### src/rtl/count_wrap_pkg.sv
// count_wrap_pkg
//   Shared types and constants for the count_wrap_stopwatch block.
//   state_t        : stopwatch control states
//   WRAP_VALUE_DEF : default terminal count of the upstream counter
//   BCD_NINE/BCD_59: BCD rollover points for the mm:ss digits
package count_wrap_pkg;

  typedef enum logic [1:0] {
    IDLE  = 2'd0,
    RUN   = 2'd1,
    PAUSE = 2'd2,
    FAULT = 2'd3
  } state_t;

  localparam logic [15:0] WRAP_VALUE_DEF = 16'hEA60;
  localparam logic [3:0]  BCD_NINE       = 4'h9;
  localparam logic [7:0]  BCD_59         = 8'h59;

endpackage

### src/rtl/count_wrap_stopwatch_bcd.sv
// bcd_mod60_counter
//   Two-digit BCD counter, 00..59, used for both seconds and minutes.
//   Ports:
//     clk    in   clock
//     n_rst  in   async active-low reset
//     clr    in   synchronous zero; wins over inc
//     inc    in   advance by one this cycle
//     value  out  [7:0] current BCD value
//     carry  out  high in the cycle a 59->00 advance is committed; it lets the
//                 next stage advance on the same clock edge
module bcd_mod60_counter
  import count_wrap_pkg::*;
(
  input  logic       clk,
  input  logic       n_rst,
  input  logic       clr,
  input  logic       inc,
  output logic [7:0] value,
  output logic       carry
);

  assign carry = inc && !clr && (value == BCD_59);

  always_ff @(posedge clk or negedge n_rst) begin
    if (!n_rst) begin
      value <= 8'h00;
    end else if (clr) begin
      value <= 8'h00;
    end else if (inc) begin
      if (value == BCD_59)
        value <= 8'h00;
      else if (value[3:0] == BCD_NINE)
        value <= {value[7:4] + 4'd1, 4'd0};
      else
        value <= {value[7:4], value[3:0] + 4'd1};
    end
  end

endmodule

### src/rtl/count_wrap_stopwatch.sv
// count_wrap_stopwatch
//   Watches a range-limited up-counter (0..WRAP_VALUE, then 0), turns each
//   legal wrap into a tick, and accumulates ticks into a BCD mm:ss stopwatch.
//   Any out-of-range value or illegal step latches FAULT until clear.
//   Optional lap capture is built when COUNT_WRAP_LAP_EN is defined.
//   Ports:
//     clk, n_rst        clock, async active-low reset
//     count_in [15:0]   upstream counter value
//     start/stop/clear  level commands (priority clear > bad > stop > start)
//     lap               (COUNT_WRAP_LAP_EN) capture current time in RUN/PAUSE
//     lap_sec_bcd/lap_min_bcd (COUNT_WRAP_LAP_EN) captured time
//     tick              one-cycle pulse per legal wrap (not in FAULT)
//     sec_bcd/min_bcd   BCD time
//     hour_pulse        one-cycle pulse on 59:59 -> 00:00
//     running           state is RUN
//     range_err         state is FAULT
//
//   state | meaning
//   IDLE  | stopped, time held (reset state)
//   RUN   | wraps advance the time
//   PAUSE | stopped, ticks still reported
//   FAULT | illegal count seen; waits for clear
module count_wrap_stopwatch
  import count_wrap_pkg::*;
#(
  parameter logic [15:0] WRAP_VALUE = WRAP_VALUE_DEF
) (
  input  logic        clk,
  input  logic        n_rst,
  input  logic [15:0] count_in,
  input  logic        start,
  input  logic        stop,
  input  logic        clear,
`ifdef COUNT_WRAP_LAP_EN
  input  logic        lap,
  output logic [7:0]  lap_sec_bcd,
  output logic [7:0]  lap_min_bcd,
`endif
  output logic        tick,
  output logic [7:0]  sec_bcd,
  output logic [7:0]  min_bcd,
  output logic        hour_pulse,
  output logic        running,
  output logic        range_err
);

  state_t      state, state_nxt;
  logic [15:0] prev_count;
  logic [16:0] prev_inc;
  logic        wrap, step_ok, bad;
  logic        sec_inc, sec_carry, min_carry;

  // A zero that is not a wrap is an upstream resync: legal, so it is simply
  // excluded from bad and produces no tick.
  assign prev_inc = {1'b0, prev_count} + 17'd1;
  assign wrap     = (prev_count == WRAP_VALUE) && (count_in == 16'd0);
  assign step_ok  = ({1'b0, count_in} == prev_inc) && (count_in <= WRAP_VALUE);
  assign bad      = (count_in > WRAP_VALUE) || ((count_in != 16'd0) && !step_ok);

  // Advance uses the current state, so a start coinciding with a wrap does
  // not count it, while a coinciding stop does.
  assign sec_inc = wrap && (state == RUN);

  always_comb begin
    state_nxt = state;
    if (clear) begin
      state_nxt = IDLE;
    end else if (bad && state != FAULT) begin
      state_nxt = FAULT;
    end else begin
      case (state)
        IDLE:    if (start && !stop) state_nxt = RUN;
        RUN:     if (stop) state_nxt = PAUSE;
        PAUSE:   if (start && !stop) state_nxt = RUN;
        FAULT:   state_nxt = FAULT;
        default: state_nxt = IDLE;
      endcase
    end
  end

  always_ff @(posedge clk or negedge n_rst) begin
    if (!n_rst) begin
      state      <= IDLE;
      prev_count <= 16'd0;
      tick       <= 1'b0;
      hour_pulse <= 1'b0;
      running    <= 1'b0;
      range_err  <= 1'b0;
    end else begin
      state      <= state_nxt;
      prev_count <= count_in;
      tick       <= wrap && (state != FAULT);
      hour_pulse <= min_carry;
      running    <= (state_nxt == RUN);
      range_err  <= (state_nxt == FAULT);
    end
  end

  bcd_mod60_counter u_sec (
    .clk   (clk),
    .n_rst (n_rst),
    .clr   (clear),
    .inc   (sec_inc),
    .value (sec_bcd),
    .carry (sec_carry)
  );

  bcd_mod60_counter u_min (
    .clk   (clk),
    .n_rst (n_rst),
    .clr   (clear),
    .inc   (sec_carry),
    .value (min_bcd),
    .carry (min_carry)
  );

`ifdef COUNT_WRAP_LAP_EN
  // Captures the pre-increment time when lap coincides with a wrap.
  always_ff @(posedge clk or negedge n_rst) begin
    if (!n_rst) begin
      lap_sec_bcd <= 8'h00;
      lap_min_bcd <= 8'h00;
    end else if (clear) begin
      lap_sec_bcd <= 8'h00;
      lap_min_bcd <= 8'h00;
    end else if (lap && (state == RUN || state == PAUSE)) begin
      lap_sec_bcd <= sec_bcd;
      lap_min_bcd <= min_bcd;
    end
  end
`endif

endmodule

### config.mk
export PLATFORM = sky130hd
export DESIGN_NAME = count_wrap_stopwatch
export DESIGN_NICKNAME = d
export VERILOG_FILES = /design/src/rtl/count_wrap_pkg.sv /design/src/rtl/count_wrap_stopwatch_bcd.sv /design/src/rtl/count_wrap_stopwatch.sv
export SDC_FILE = /design/constraint.sdc
export NUM_CORES = 1
export LEC_CHECK = 0
export ABC_AREA = 1
export CAP_MARGIN = 20
export CORE_ASPECT_RATIO = 2
export CORE_MARGIN = 1.5
export CORE_UTILIZATION = 55
export DETAILED_ROUTE_END_ITERATION = 7
export PLACE_DENSITY = 0.82
export SLEW_MARGIN = 20
export SYNTH_ARGS = -nofsm -noshare
export SYNTH_HDL_FRONTEND = slang
export SYNTH_SLANG_ARGS = --single-unit
### constraint.sdc
create_clock -name clk -period 2.61 [get_ports clk]
set_clock_uncertainty 0.05 [all_clocks]
set_input_delay 0.522 -clock clk [delete_from_list [all_inputs] [get_ports clk]]
set_output_delay 0.522 -clock clk [all_outputs]
set_load 0.05 [all_outputs]
### Word-level counts from Yosys, hierarchy flattened

Index checks and enable logic that the tools add are counted.

| storage, ports and cells | value |
|---|---|
| register bits after elaboration | 38 |
| bits in latches | 0 |
| RAM bits | 0 |
| bits in read-only memories | 0 |
| bits of input ports | 21 |
| output and inout bits | 20 |
| logic and storage cells | 67 |
| memories | 0 |

| cells by class | value |
|---|---|
| add/sub/neg operators | 5 |
| multipliers | 0 |
| divide/modulo/power cells | 0 |
| order comparisons | 2 |
| equality and inequality tests | 12 |
| shifts and indexed selects | 0 |
| muxes and demuxes | 13 |
| bitwise logic cells | 0 |
| reduce and logical (&&, ||, !) cells | 25 |

Operator list:

| operator | count |
|---|---|
| two-way mux 8 bit | 8 |
| adder 16 x 1 -> 17 bit, second input constant | 1 |
| == test 16 x 17 -> 1 bit | 1 |
| adder 4 x 1 -> 4 bit, second input constant | 4 |
| == test 16 bit, second input constant | 1 |
| == test 8 x 7 -> 1 bit, second input constant | 2 |
| > comparator 16 bit, second input constant | 1 |
| <= comparator 16 bit, second input constant | 1 |
| logical NOT 16 bit | 1 |
| nonzero test 16 bit | 1 |
| logical AND 1 bit | 11 |
| == test 4 bit, second input constant | 2 |
| two-way mux 2 bit | 4 |
| == test 2 bit, second input constant | 3 |
| one-hot mux 2 bit (3 select lines) | 1 |
| nonzero test 3 bit | 2 |
| == test 2 x 1 -> 1 bit, second input constant | 2 |
| AND reduction 2 bit | 2 |
| nonzero test 2 bit | 2 |
| logical NOT 1 bit | 3 |
| logical NOT 2 bit | 1 |
| inequality test 2 bit, second input constant | 1 |
| OR reduction 2 bit | 1 |
| logical OR 1 bit | 1 |

### Depth between registers and ports, before layout

| depth | value |
|---|---|
| depth in word-level cells | 10 |
| gate-level depth with buffers | 19 |
| depth with buffers taken out | 19 |

### By module

From an unflattened synthesis, not the netlist that was laid out.

| second synthesis, totals | value |
|---|---|
| cell total of the unflattened synthesis | 381 |
| area total of the unflattened synthesis | 2549.9 µm² |

Modules (own cells, without submodules):

| module | times used | cells an instance | area an instance (µm²) | seq. area each (µm²) |
|---|---|---|---|---|
| count_wrap_stopwatch | 1 | 243 | 1564.0 | 550.5 |
| bcd_mod60_counter | 2 | 69 | 493.0 | 200.2 |

### Worst setup path after synthesis

Ideal clock, no wire load.

| timing path | value |
|---|---|
| path type | register -> register |
| from | register u_sec.value[0] |
| to | register u_min.value[2] |
| setup time | 0.150 ns |
| arrival time | 1.735 ns |
| required time | 2.410 ns |
| path slack | 0.675 ns |
| stages on the path, launching flop included | 11 |
| path buffers | 0 |
| period minus slack after synthesis | 1.935 ns |
| path through | dfrtp_1 -> ha_1 -> nand3_1 -> inv_1 -> nand4_1 -> nand2_1 -> nand2_8 -> nor2_8 -> inv_2 -> o21ai_2 -> a21oi_1 |

| on the way | value |
|---|---|
| cells in the longest elaborated chain, start to end | 3 |

Ends and longest elaborated chain:

| item | RTL line | source |
|---|---|---|
| start: declaration | count_wrap_stopwatch_bcd.sv:18 | `output logic [7:0] value,` |
| start signal: assignment | count_wrap_stopwatch_bcd.sv:33 | `value <= {value[7:4] + 4'd1, 4'd0};` |
| start signal: assignment | count_wrap_stopwatch_bcd.sv:35 | `value <= {value[7:4], value[3:0] + 4'd1};` |
| == test 8 x 7 -> 1 bit | count_wrap_stopwatch_bcd.sv:22 | `assign carry = inc && !clr && (value == BCD_59);` |
| logical AND 1 bit | count_wrap_stopwatch_bcd.sv:22 |  |
| nonzero test 2 bit (no line) | -- |  |
| end signal: assignment | count_wrap_stopwatch_bcd.sv:33 |  |
| end signal: assignment | count_wrap_stopwatch_bcd.sv:35 |  |
| end: declaration | count_wrap_stopwatch_bcd.sv:18 |  |

Every way passes these cells.
A chain may end at the register's enable or synchronous reset.

### Worst setup path in the final report

| timing path | value |
|---|---|
| from | input port count_in[1] |
| to | register u_min.value[7] |

| on the way | value |
|---|---|
| cells in the longest elaborated chain, start to end | 7 |

Ends and longest elaborated chain:

| item | RTL line | source |
|---|---|---|
| start: declaration | count_wrap_stopwatch.sv:30 | `input logic [15:0] count_in,` |
| logical NOT 16 bit | count_wrap_stopwatch.sv:56 | `assign wrap = (prev_count == WRAP_VALUE) && (count_in == 16'd0);` |
| logical AND 1 bit | count_wrap_stopwatch.sv:56 |  |
| logical AND 1 bit | count_wrap_stopwatch.sv:62 | `assign sec_inc = wrap && (state == RUN);` |
| logical AND 1 bit (2 in series) | count_wrap_stopwatch_bcd.sv:22 |  |
| nonzero test 2 bit (no line) | -- |  |
| AND reduction 2 bit (no line) | -- |  |

Every way passes these cells.

==> impl_metrics.csv <==
group,metric,value,unit
logic_synthesis,syn_nets,364,
route,routed-via-count,2281,
die,fp.dieW,50.9,µm
die,ios,41,
timing,min_period,2.24,ns
logic_synthesis,yosysTopAreaCell,"dfrtp_1",
clocking,ctsRootBufferMaster,"clkbuf_8",
run_status,outcome,"finished clean",
timing,fmax,446,MHz
logic_synthesis,synth_cell_type_count,40,
clocking,cts_max_level,2,
global_route,grt_pass1_wl,9.69,mm
die,die_h,98.8,µm
route,dr.pass1.iters,4,
global_route,antenna_found_initial,0,
logic_synthesis,ys_warn_count,0,
timing,slew_violations,0,
timing,hold_violations,0,
setup_path,endpoint_kind,"flop",
clocking,post_cts_buffers,0,
pwr,powerDensity,434,nW/µm²
setup_path,worst-path-max-fanout,6,
finish,final_common_cell,"nand2_1",
setup_path,cp_common_cell,"nand2_8",
logic_synthesis,syn_area,2530,µm²
finish,drive_gt1_frac,0.107,
logic_synthesis,ys_seq_elements,38,
die,start_util,0.577,
worst_hold_path,hp-class,"input pin to asynchronous set/reset pin",
setup_path,cp_cell_sequence,"clkdlybuf4s50_1 > nor2_2 > nand3_2 > nor4_4 > nand3_4 > nand2_8 > nand2_8 > nor2_8 > inv_2 > nand2_1 > o21ai_2",
logic_synthesis,syn_avg_cell_area,7.59,µm²
finish,nets,413,
setup_path,crit_family,"simple AND/OR/NAND/NOR gates",
clocking,cts.sinks,38,
clocking,cts_hold_buf,0,
setup_path,cp-start-kind,"input pin",
pwr,p_leak,1.55,nW
timing,tns,0,ns
timing,rsz0062_at_grt,"no",
logic_synthesis,synth_cells,333,
logic_synthesis,yosysTopAreaCellShare,0.376,
setup_path,slowest_stage,"clkdlybuf4s50_1",
route,vias_per_cell,5.22,
die,rows,34,
clocking,ctsResizeCount,0,
global_route,grt_pass1_vias,2247,
route,wire_per_inst,13.4,µm
placed_design,io_buffers,40,
placed_design,dpl.hpwl,4.67,mm
logic_synthesis,synth_area_leaders,"dfrtp_1 (38%), nand2_1 (14%), inv_1 (7.6%)",
route,routed_wl,5.85,mm
clocking,cts_inserted_buffers,5,
finish,antenna_cells,0,
placed_design,gp_congestion,0.916,
timing,tightest_slew,0.880,ns
clocking,clkTransAtPathRegs,0.08,ns
timing,setup_viol_count_final,0,
finish,area_growth_syn_to_layout,22.6,%
setup_path,path_depth,11,
global_route,grt_max_degree,39,
logic_synthesis,ys_seq_area_frac,0.376,
route,drc,0,
route,antenna_left,0,
setup_path,reg2reg_depth,16,
setup_path,arrival,2.37,ns
die,die_area,5030,µm²
clocking,cts_tree,"done",
clocking,cts_max_path_buffers,2,
setup_path,path_class,"input pin to flop",
global_route,overflow,0,
setup_path,worst_path_largest_cell_delay,0.49,ns
route,drt_iter0_markers,48,
clocking,insertion_delay,0.29,ns
finish,final_cell_mix,"nand2_1 (93), inv_1 (51), clkdlybuf4s50_1 (39)",
global_route,grt.total_usage,0.256,
setup_path,crit_required,2.74,ns
timing,relSlewSlack,0.413,
timing,holdWs,0.293,ns
pwr,ir_drop,406,µV
run,max_cap_viol_count,0,
die,coreArea,4380,µm²
setup_path,critPathBufInv,2,
timing,period_share,0.858,
-- sequential cells by signal, summed over array words and instances, names as in the netlist --
signal,cells
state,2
prev_count,16
hour_pulse,1
running,1
range_err,1
u_sec.value,8
tick,1
u_min.value,8
-- routing by layer --
metal / track usage / routed length [µm]
met4: 0.170 / 318
met2: 0.469 / 3260
met3: 0.0242 / 156
met5: 0 / 0
met1: 0.260 / 2110
-- kinds of logic after synthesis --
group / after synthesis / synth area share
AO/OA/AOI/OAI: 24 / 0.0609
XOR/XNOR: 13 / 0.0451
adder cells (fa/ha/maj): 10 / 0.0495
buffers and inverters: 58 / 0.0887
flip-flops: 38 / 0.376
multiplexers: 2 / 0.00793
AND/OR/NAND/NOR: 188 / 0.371
-- cell usage after synthesis --
library cell / n
nor2_2: 3
nand2_8: 2
nor2_8: 1
clkinv_4: 1
nand3_4: 1
or2_2: 1
o31ai_1: 1
nand3b_2: 1
nand3_1: 25
nor3_1: 3
and3_1: 1
nand2_1: 93
nor4_1: 1
nand2_2: 3
nor2_4: 4
clkinv_1: 1
inv_2: 4
nor2_1: 32
buf_2: 1
o21bai_1: 1
o21ai_0: 5
nand4_1: 12
a21oi_1: 5
o21bai_2: 1
nor4_4: 1
nand3_2: 1
dfrtp_1: 38
o21ai_2: 3
o21a_1: 1
mux2i_1: 2
nand2_4: 2
a21o_1: 1
o211ai_1: 1
o22ai_1: 3
xnor2_1: 5
ha_1: 10
xor2_1: 8
inv_1: 51
o21ai_1: 2
nor3_2: 1
-- worst register-to-register path, stage by stage (launching register included) --
cell	delay [ns]
dfrtp_1	0.41
ha_1	0.21
nand3_1	0.16
nor2_2	0.21
nand3_1	0.12
nand2_1	0.07
nand2_1	0.05
nor2_1	0.07
nand2_1	0.07
nor2_1	0.09
nand2_1	0.06
nand2_1	0.06
nand2_1	0.06
nand2_1	0.08
nand2_1	0.06
nand2_1	0.07
nor2_1	0.05
-- metrics by stage --
stage | total power (W) | cell area (µm²) | std cells | util | setup WS (ns)
global route | 0.00141 | 3100 | 437 | 0.707 | 0.231
global placement | 0.000928 | 3010 | 429 | 0.686 | 0.110
finish | 0.00135 | 3100 | 437 | 0.707 | 0.369
detailed placement | 0.000933 | 3010 | 429 | 0.686 | 0.0607
CTS | 0.00136 | 3100 | 437 | 0.707 | 0.365
floorplan | 0.000820 | 2530 | 333 | - | 0.675
-- worst paths after layout --
| kind | from | to | slack (ns) |
|---|---|---|---|
| max reg2reg | prev_count[0]$_DFF_PN0_ | range_err$_DFF_PN0_ | 0.56 |
| min | n_rst | prev_count[11]$_DFF_PN0_ | 0.29 |
| max in group asynchronous | n_rst | prev_count[1]$_DFF_PN0_ | 1.65 |
| min reg2reg | u_sec.value[7]$_DFFE_PN0P_ | u_sec.value[7]$_DFFE_PN0P_ | 0.48 |
| min in group clk | u_sec.value[7]$_DFFE_PN0P_ | u_sec.value[7]$_DFFE_PN0P_ | 0.48 |
| max | count_in[1] | u_min.value[7]$_DFFE_PN0P_ | 0.37 |
-- power by group --
| group | internal [W] | switching, W | total [W] |
|---|---|---|---|
| logic | 0.000105 | 0.000172 | 0.000277 |
| clock network | 0.000213 | 0.000211 | 0.000425 |
| registers | 0.000614 | 0.0000298 | 0.000644 |
-- cell type report --
| class | count | area (µm²) |
|---|---|---|
| multi-input combinational | 237 | 1350 |
| clock inverter | 1 | 5.00 |
| fill | 378 | 1280 |
| inverter | 57 | 219 |
| tap | 54 | 67.6 |
| sequential | 38 | 951 |
| clock buffer | 7 | 86.3 |
| timing repair buffer | 43 | 418 |
Note: power is estimated with default switching activity, not from simulation.
==> edit 1: new RTL, same flow settings <==
Register the output `range_err` once more, without a reset; this adds one clock of latency there. The other outputs are not delayed to match.
--- a/src/rtl/count_wrap_stopwatch.sv
+++ b/src/rtl/count_wrap_stopwatch.sv
@@ -45,4 +45,6 @@
 );
 
+  logic range_err_s0;
+
   state_t      state, state_nxt;
   logic [15:0] prev_count;
@@ -86,5 +88,5 @@
       hour_pulse <= 1'b0;
       running    <= 1'b0;
-      range_err  <= 1'b0;
+      range_err_s0 <= 1'b0;
     end else begin
       state      <= state_nxt;
@@ -93,5 +95,5 @@
       hour_pulse <= min_carry;
       running    <= (state_nxt == RUN);
-      range_err  <= (state_nxt == FAULT);
+      range_err_s0 <= (state_nxt == FAULT);
     end
   end
@@ -131,4 +133,8 @@
 `endif
 
+  always_ff @(posedge clk) begin
+    range_err <= range_err_s0;
+  end
+
 endmodule
 
Behaviour: not the same (Yosys sat finds a counterexample within 4 cycles, from zero or initial values and one cycle with n_rst low).
==> edit 1 against the original RTL <==
Power rose by 14%; fmax increased by 0.91%; largest cell class unchanged; design area increased by 1.7%; sequential cell count increased by 1; area after synthesis rose by 0.79%; setup slack improved by 0.020 ns; critical path depth grew 5; routed wire length is 1.9% higher.
==> edit 1: results (changes against the original RTL) <==
global-route usage over all layers 0.257 (+0.00130); Final HPWL DP 4.79 mm (+2.4%); status finished clean; number of global-route vias before repair 2275 (+1.2%); routability cong. 0.891 (-2.7%); fraction of layout cells with a size suffix above 1 0.104 (-0.00261); ys flop type dfrtp_1; CP max stage cell clkdlybuf4s50_1; synth cell count leaders nand2_1, inv_1, dfrtp_1; top flop regs prev_count x16, u_min.value x8, u_sec.value x8; syn_nets 365 (+0.27%); Slew @ Worst Pin 0.817 ns (-0.0629 ns); non-filler cells, final 437 (unchanged); post-synthesis cell type count 41 (+2.5%); Crit Path Category input pin to flop; DP Cell Count 429 (unchanged); Reg2Reg Depth 14 (-2); CP max stage delay 0.58 ns (+0.09 ns); CP startpoint count_in[4]; Clock Tree Root clkbuf_8; Filler Cells Inserted 357 (-5.6%); synth top area cells dfrtp_1, nand2_1, inv_1, ha_1, nand3_1; post-placement setup slack 0.0807 ns (+0.0201 ns); FF-to-FF End range_err_s0$_DFF_PN0_; Final WS setup 0.390 ns (+0.0202 ns); Post-Synthesis Cells 334 (+0.30%); Ant. Diodes 0 (unchanged); vias per cell 5.22 (about the same); DR pass1 iterations 4 (unchanged); CTS buffer count 5 (unchanged); Crit Path Max Fanout 5 (-1); WL/cell 13.6 microns (+1.9%); largest net degree at the start of global routing 39 (unchanged); Synth async-reset ratio 0.974 (-0.0256); reg-to-reg setup timing slack 0.42 ns (-0.14 ns); VDD IR-drop max 0.440 mV (+8.3%); first-pass GRT wire length 9.85 mm (+1.7%); H-tree levels 2 (unchanged); initial DRC count 53 (+10%); Leak 1.57 nW (+1.3%); antenna violations before repair 0 (unchanged); Seq/Total Area, Yosys 0.381 (+0.00490)
-- edit 1: cell count changes after synthesis --
cell     delta
dfxtp_1     +1
-- edit 1: metal layers --
| layer | vias up | global-route usage | part of all wire |
|---|---|---|---|
| met4 | 0 | 0.121 | 0.038 |
| met3 | 14 | 0.0270 | 0.025 |
| met5 | - | 0 | 0 |
| met1 | 1069 | 0.249 | 0.35 |
| li1 | 1146 | - | - |
| met2 | 50 | 0.507 | 0.59 |
-- edit 1: cell type report --
class,count,area (sq um),share of cell area
Clock inverter,2,60.1,0.0191
Sequential cell,39,971,0.308
Tap cell,54,67.6,0.0214
Clock buffer,6,72.6,0.0230
Timing Repair Buffer,42,410,0.130
Inverter,57,219,0.0695
Multi-Input combinational cell,237,1350,0.429
-- edit 1: through the flow --
step / utilization / area, sq um / hold WS (ns)
global placement: 0.689 / 3020 / 0.283
floorplan: - / 2550 / 0.176
finish: 0.719 / 3150 / 0.269
CTS: 0.719 / 3150 / 0.301
detailed placement: 0.689 / 3020 / 0.288
global route: 0.719 / 3150 / 0.306
-- edit 1: critical path, delay by kind of cell --
kind,cells,cell delay (ns)
buffers and inverters,3,0.68
AOI/OAI and AO/OA,1,0.23
and+or+nand+nor,12,0.90
-- edit 1: cell families (layout without fill, tap and decap cells) --
kind of cell | count (synthesis) | count (layout) | share of synthesized area
fa+ha+maj | 10 | 10 | 0.0491
compound gates | 24 | 24 | 0.0604
simple gates | 188 | 188 | 0.369
flops | 39 | 39 | 0.381
buf+inv | 58 | 107 | 0.0880
xor+xnor | 13 | 13 | 0.0447
mux | 2 | 2 | 0.00786
-- edit 1: power by group --
group          total [W]  switching [W]  internal (W)
sequential      0.000662      0.0000313      0.000631
clock           0.000595       0.000213      0.000382
combinational   0.000276       0.000171      0.000104
total            0.00153       0.000416       0.00112
==> edit 2: new RTL, config.mk and constraints unchanged <==
Without the edit above. Add a define of `COUNT_WRAP_LAP_EN`.
--- a/src/rtl/count_wrap_stopwatch.sv
+++ b/src/rtl/count_wrap_stopwatch.sv
@@ -21,4 +21,6 @@
 //   PAUSE | stopped, ticks still reported
 //   FAULT | illegal count seen; waits for clear
+`define COUNT_WRAP_LAP_EN
+
 module count_wrap_stopwatch
   import count_wrap_pkg::*;
Ports: changed (added lap, lap_min_bcd and lap_sec_bcd); port bits go from 41 to 58. The function was not compared with the original's and may differ.
==> edit 2 against the original RTL <==
Setup slack better by 0.034 ns; die area up 22%; sequential cell count up 16; design area up 27%; global-route usage up 3.9 points; power up 47%; synthesized cell count up 19%; routed wire length up 44%; area after synthesis up 23%; highest routed layer unchanged.
==> edit 2: results (changes against the original RTL) <==
status finished clean; GR Util met3 0.0482 (+0.0240); Post-Route Utilization 0.728 (+0.0208); synth cell count leaders nand2_1, inv_1, dfrtp_1; Compound-Gate Fraction of Synth Area 0.0813 (+0.0204); Leak 1.92 nW (+24%); Clock net power 0.000583 W (+37%); syn_nets 431 (+18%); CP startpoint u_sec.value[4]$_DFFE_PN0P_; Switching Fraction 0.325 (+0.0184); r2r startpoint prev_count[1]$_DFF_PN0_; clock period minus worst slack 2.21 ns (-0.0341 ns); Crit path max-delay family buffers and inverters; Layout Nets 503 (+22%); Slew @ Worst Pin 0.577 ns (-0.303 ns); number of global-route vias before repair 2987 (+33%); synth top area cells dfrtp_1, nand2_1, inv_1, nor2_1, ha_1; Post-Synth XOR/XNOR Area 0.0338 (-0.0113); Clock transition at path regs 0.10 ns (+0.02 ns); grt met1 use 0.275 (+0.0147); Post-Synth Adder-Cell Area 0.0523 (+0.00281); reg-to-reg setup timing slack 0.41 ns (-0.15 ns); vias per cell 5.46 (+4.6%); Final HPWL DP 6.64 mm (+42%); FF-to-FF End state[0]$_DFF_PN0_; P_sw 0.000641 W (+55%); DP Cell Count 521 (+21%); initial DRC count 96 (+100%); Seq/Total Area, Yosys 0.435 (+0.0584); largest net degree at the start of global routing 33 (-15%); Crit Path Category flop to primary output; VDD IR-drop max 0.621 mV (+53%); sequential share of power 0.470 (-0.009); routability cong. 0.936 (+2.1%); post-placement setup slack 0.134 ns (+0.0734 ns); Reg2Reg Depth 14 (-2); Filler Cells Inserted 460 (+22%); WL/cell 15.9 microns (+19%)
edit 2: changes by cell type after synthesis, moves of 3 or more:
cell / unedited run / this run
inv_1: 51 / 69
dfrtp_1: 38 / 54
nor2_1: 32 / 45
o22ai_1: 3 / 13
o21ai_0: 5 / 13
nand3b_1: 0 / 5
nor2_4: 4 / 0
a21oi_1: 5 / 8
ha_1: 10 / 13
inv_2: 4 / 1
o21ai_2: 3 / 0
edit 2: routing by layer:
| metal | up-vias | wire (microns) | part of all wire |
|---|---|---|---|
| met5 | - | 0 | 0 |
| met4 | 0 | 562 | 0.067 |
| met3 | 34 | 326 | 0.039 |
| met2 | 90 | 4680 | 0.56 |
| met1 | 1359 | 2830 | 0.34 |
| li1 | 1405 | - | - |
edit 2: layout make-up:
type / instances / area share
Clock inverter: 3 / 0.0111
Multi-Input combinational cell: 268 / 0.375
Sequential cell: 54 / 0.343
Inverter: 71 / 0.0679
Tap cell: 60 / 0.0190
Clock buffer: 5 / 0.0174
Timing Repair Buffer: 68 / 0.167
